--- src/rtl/phy_urx.sv ---
`default_nettype none
// ============================================================================
// Module   : phy_urx
// Brief    : UART receive PHY. Start, 8 data bits MSB first, even parity,
//            stop. Bits are timed from the shared 1 us tick.
// Revision : 1.0 - initial release
// ============================================================================
module phy_urx (
    input  logic       clk_sys,
    input  logic       rst_n,
    input  logic       pluse_us,
    input  logic       uart_rx,
    output logic [7:0] rx_data,
    output logic       rx_vld,
    output logic       rx_err_par,
    output logic       rx_err_frm,
    output logic       rx_busy
);

    typedef enum logic [2:0] {
        S_IDLE   = 3'd0,
        S_START  = 3'd1,
        S_DATA   = 3'd2,
        S_PARITY = 3'd3,
        S_STOP   = 3'd4
    } state_t;

    localparam logic [6:0] C_SMP_START  = 7'd4;
    localparam logic [6:0] C_SMP_PARITY = 7'd82;
    localparam logic [6:0] C_SMP_STOP   = 7'd91;

    state_t     r_state;
    state_t     w_state_nxt;
    logic [1:0] r_sync;
    logic       r_rx_d;
    logic       r_live;
    logic       r_armed;
    logic [6:0] r_cnt_us;
    logic [2:0] r_bit_idx;
    logic [7:0] r_shift;
    logic       r_par_bit;
    logic       w_rx_s;
    logic       w_fall;
    logic       w_smp;
    logic [6:0] w_smp_pt;

    assign w_rx_s  = r_sync[1];
    // The synchroniser resets high, so a line already low at release would
    // look like a fresh edge; only arm once a real high has been seen.
    assign w_fall  = r_armed & r_rx_d & ~w_rx_s;
    assign w_smp   = pluse_us & (r_state != S_IDLE) & (r_cnt_us == w_smp_pt);
    assign rx_busy = (r_state != S_IDLE);

    always_comb begin
        w_smp_pt = 7'd0;
        case (r_state)
            S_START:  w_smp_pt = C_SMP_START;
            S_DATA: begin
                case (r_bit_idx)
                    3'd0:    w_smp_pt = 7'd13;
                    3'd1:    w_smp_pt = 7'd22;
                    3'd2:    w_smp_pt = 7'd30;
                    3'd3:    w_smp_pt = 7'd39;
                    3'd4:    w_smp_pt = 7'd48;
                    3'd5:    w_smp_pt = 7'd56;
                    3'd6:    w_smp_pt = 7'd65;
                    default: w_smp_pt = 7'd74;
                endcase
            end
            S_PARITY: w_smp_pt = C_SMP_PARITY;
            S_STOP:   w_smp_pt = C_SMP_STOP;
            default:  w_smp_pt = 7'd0;
        endcase
    end

    always_comb begin
        w_state_nxt = r_state;
        case (r_state)
            S_IDLE:   if (w_fall) w_state_nxt = S_START;
            S_START:  if (w_smp) w_state_nxt = w_rx_s ? S_IDLE : S_DATA;
            S_DATA:   if (w_smp && (r_bit_idx == 3'd7)) w_state_nxt = S_PARITY;
            S_PARITY: if (w_smp) w_state_nxt = S_STOP;
            S_STOP:   if (w_smp) w_state_nxt = S_IDLE;
            default:  w_state_nxt = S_IDLE;
        endcase
    end

    always_ff @(posedge clk_sys or negedge rst_n) begin
        if (!rst_n) begin
            r_state <= S_IDLE;
        end else begin
            r_state <= w_state_nxt;
        end
    end

    always_ff @(posedge clk_sys or negedge rst_n) begin
        if (!rst_n) begin
            r_sync  <= 2'b11;
            r_rx_d  <= 1'b1;
            r_live  <= 1'b0;
            r_armed <= 1'b0;
        end else begin
            r_sync  <= {r_sync[0], uart_rx};
            r_rx_d  <= w_rx_s;
            r_live  <= 1'b1;
            if (r_live && r_sync[0]) begin
                r_armed <= 1'b1;
            end
        end
    end

    always_ff @(posedge clk_sys or negedge rst_n) begin
        if (!rst_n) begin
            r_cnt_us   <= 7'd0;
            r_bit_idx  <= 3'd0;
            r_shift    <= 8'h00;
            r_par_bit  <= 1'b0;
            rx_data    <= 8'h00;
            rx_vld     <= 1'b0;
            rx_err_par <= 1'b0;
            rx_err_frm <= 1'b0;
        end else begin
            rx_vld <= 1'b0;
            if (r_state == S_IDLE) begin
                r_cnt_us  <= 7'd0;
                r_bit_idx <= 3'd0;
            end else if (pluse_us) begin
                r_cnt_us <= r_cnt_us + 7'd1;
            end
            if (w_smp) begin
                case (r_state)
                    S_DATA: begin
                        r_shift   <= {r_shift[6:0], w_rx_s};
                        r_bit_idx <= r_bit_idx + 3'd1;
                    end
                    S_PARITY: r_par_bit <= w_rx_s;
                    S_STOP: begin
                        rx_data    <= r_shift;
                        rx_err_par <= r_par_bit ^ (^r_shift);
                        rx_err_frm <= ~w_rx_s;
                        rx_vld     <= 1'b1;
                    end
                    default: ;
                endcase
            end
        end
    end

endmodule
`default_nettype wire
--- config.mk ---
export PLATFORM = sky130hd
export DESIGN_NAME = phy_urx
export DESIGN_NICKNAME = d
export VERILOG_FILES = /design/src/rtl/phy_urx.sv
export SDC_FILE = /design/constraint.sdc
export NUM_CORES = 1
export LEC_CHECK = 0
export CORE_MARGIN = 1
export CORE_UTILIZATION = 50
export CTS_BUF_LIST = sky130_fd_sc_hd__clkbuf_4
export CTS_CLUSTER_SIZE = 40
export DETAILED_ROUTE_END_ITERATION = 16
export PLACE_DENSITY = 0.7
export SLEW_MARGIN = 20
export SYNTH_ARGS = -nofsm -noshare
export SYNTH_HDL_FRONTEND = slang
export SYNTH_SLANG_ARGS = --single-unit
--- constraint.sdc ---
create_clock -name clk_sys -period 5.3 [get_ports clk_sys]
set_clock_uncertainty 0.05 [all_clocks]
set_input_delay 1.06 -clock clk_sys [delete_from_list [all_inputs] [get_ports clk_sys]]
set_output_delay 1.06 -clock clk_sys [all_outputs]
set_load 0.05 [all_outputs]
==> results.cfg <==
[final_layout]
area_growth_pct = 11.4
antenna_cells = 0
regArea_um2 = 955
nFillCells = 343
fin_nets = 215
drive_gt1_share_pct = 10.2
multi_input_area_um2 = 1050
finish.utilization_pct = 58.1

[routing]
drt-total-wl_um = 3980
drtPass1Iterations = 4
drt_first_iter_violations = 91
num_vias = 1519
via_per_inst = 5.96
wl_per_cell_um = 15.6
ant_nets = 0
drc = 0

[placed_design]
gp_congestion = 0.917
dp_hpwl_um = 2890
io_buffers = 15

[grt]
grt_pass1_vias = 1407
grt_overflow_total = 0
grt_usage_pct = 20.4
grt_first_pass_wirelength_um = 6690
use_met3_pct = 4.45
grt_use_met1_pct = 25.4
grt_max_degree = 39
use_met2_pct = 34.1
grt_antenna_before_repair = 0
grt-busiest-layer = met2

[clocking]
cts_resized = 0
cts.sinks = 38
htree_levels = 2
cts_buffers = 5
cts_tree = yes
ctsHoldBuffers = 0
cts.path.max_buffers = 2
clock_latency_ns = 0.33
clk_pin_slew_ns = 0.12
cts_root_buf = clkbuf_4
post_cts_buffers = 0

[critical_path]
worstSetupPathType = flip-flop to flip-flop
r2r_start = r_bit_idx[0]$_DFF_PN0_
cp_max_fo = 11
r2r_cells = 8
crit_path_start_kind = flip-flop
rr_endpoint = rx_data[6]$_DFFE_PN0P_
required_ns = 5.48
rrSetupSlack_ns = 1.72
worst_setup_path_end_kind = flip-flop
crit_arrival_ns = 3.75

[worst_hold_path]
min-delay-start = r_sync[0]$_DFF_PN1_
hold-path-endpoint = r_sync[1]$_DFF_PN1_
holdCritPathClass = flip-flop to flip-flop
min_path_cells = 0

[power_and_ir_drop]
vdd_drop_max_v = 0.000207
power_mw = 0.935
power-per-cell-area_nw_per_um2 = 400
p_leak_nw = 1.07

[logic_synthesis]
syn_inst = 189
synth-async-reset-ratio_pct = 100
ys_warn_count = 0
synth_top_area_cell = dfrtp_1
syn_area_um2 = 2100
syn_area_per_cell_um2 = 11.1
synthFlopType = dfrtp_1
synthTopCellsByArea = dfrtp_1, mux2_1, ha_1, dfstp_2, xnor2_1
synth-edff-count = 0
seq_area_frac_synth_pct = 45.4
synthDominantCellAreaShare_pct = 41.7
synth_cell_types = 53
syn_nets = 200
ys_seq_elements = 38

[timing]
max_freq_mhz = 279
final-setup-viol-count = 0
finalHoldViolations = 0
rsz0062_at_grt = false
tightest_slew_ns = 0.793
slew_headroom_pct = 47.1
drv_slew = 0
finalCritPeriodShare_pct = 67.5
period_minus_slack_ns = 3.58
setup_tns_ns = 0

[floorplan]
die_h_um = 66.8
io_pins = 16
die-area_um2 = 4460
start_util_pct = 52.1
dieWidth_um = 66.8
coreArea_um2 = 4030
rows = 23

[run]
cap_violations = 0

[run_status]
run_status = finished, final reports clean
[state kept, by name (all words and copies together), names as in the netlist]
signal and cells:
r_shift 8, rx_data 8, r_cnt_us 7, r_bit_idx 3
r_state 3, r_sync 2, r_armed 1, r_live 1
r_par_bit 1, r_rx_d 1, rx_err_frm 1, rx_err_par 1
rx_vld 1
[kinds of logic after synthesis]
| group | count (synthesis) | share of synthesized area [%] |
|---|---|---|
| other | 1 | 0.179 |
| XOR/XNOR | 15 | 6.25 |
| AO/OA/AOI/OAI | 30 | 10.2 |
| buffers and inverters | 17 | 4.35 |
| AND/OR/NAND/NOR | 55 | 15.7 |
| flip-flops | 38 | 45.4 |
| adder cells (fa/ha/maj) | 7 | 4.17 |
| multiplexers | 26 | 13.8 |
[cells in the final DEF, fill, tap and decap left out, drive strengths merged, types with 2 or more instances in the layout]
cell and n:
a21oi 5, dfstp 3, nor3 5, xnor2 8
a211oi 3, mux2i 6, or3 3, clkdlybuf4s50 14
nand2b 2, buf 2, and2b 3, inv 9
nor3b 2, xor2 7, o21a 2, o21ai 7
nand2 9, ha 7, nor4 3, nor2 9
clkbuf 6, or4 3, o311ai 2, o31ai 2
nand4 7, or3b 2, mux2 20, dfrtp 35
[Yosys cell counts (2+ instances only)]
master and instances:
nand2b_1 2, o21a_1 2, o31ai_1 2, xor2_1 7, nor3_1 5, mux2_1 18
a21oi_1 5, buf_2 4, xnor2_1 8, inv_1 9, o21ai_0 6, nor4_1 3
ha_1 7, or3b_1 2, nand4_1 7, buf_6 3, dfstp_2 3, or4_1 2
nand2_1 9, and2b_1 2, dfrtp_1 35, a211oi_1 2, or3_1 3, nor2_1 9
mux2i_1 6
[worst max-delay path, stage by stage (launching register included)]
cell	delay [ns]
dfrtp_1	0.47
ha_1	0.27
ha_1	0.26
nor4_1	0.46
a211o_1	0.21
xor2_1	0.09
o311ai_1	0.46
nand4_1	0.65
mux2_1	0.55
[how the worst max path moves through the flow]
stage / start / to / slack [ns] / depth (start not counted)
3_5_place_dp: pluse_us / rx_data[6]$_DFFE_PN0P_ / 1.65 / 6
2_1_floorplan: r_bit_idx[0]$_DFF_PN0_ / r_par_bit$_DFFE_PN0P_ / 2.45 / 8
4_1_cts: r_bit_idx[0]$_DFF_PN0_ / rx_data[6]$_DFFE_PN0P_ / 1.73 / 8
3_3_place_gp: pluse_us / rx_data[0]$_DFFE_PN0P_ / 1.74 / 6
6_report: r_bit_idx[0]$_DFF_PN0_ / rx_data[6]$_DFFE_PN0P_ / 1.72 / 8
5_1_grt: r_bit_idx[0]$_DFF_PN0_ / rx_data[1]$_DFFE_PN0P_ / 1.44 / 8
[power by group]
group	total, mW	switching (mW)	internal, mW
logic	0.328	0.185	0.143
clock network	0.197	0.0928	0.105
registers	0.410	0.0846	0.326
total	0.935	0.362	0.573
[metrics by stage]
step           setup slack [ns]  area [µm²]  hold WS, ns  instances
2_1_floorplan              2.45        2100        0.304        189
3_3_place_gp               1.74        2260        0.305        247
3_5_place_dp               1.65        2260        0.316        247
4_1_cts                    1.73        2340        0.333        255
5_1_grt                    1.44        2340        0.335        255
6_report                   1.72        2340        0.330        255
[metal layers]
layer  share of wire (%)  wire, µm
met5                   0         0
met4                 1.4        54
met3                 4.8       192
met2                  50      1990
met1                  44      1740
[layout make-up]
| class | count | share of cell area (%) |
|---|---|---|
| timing repair buffer | 16 | 6.52 |
| inverter | 9 | 1.44 |
| sequential | 38 | 40.8 |
| clock buffer | 6 | 1.92 |
| clock inverter | 2 | 1.60 |
| tap | 50 | 2.67 |
| multi-input combinational | 134 | 45.1 |
Power figures use the tool's default switching activity.
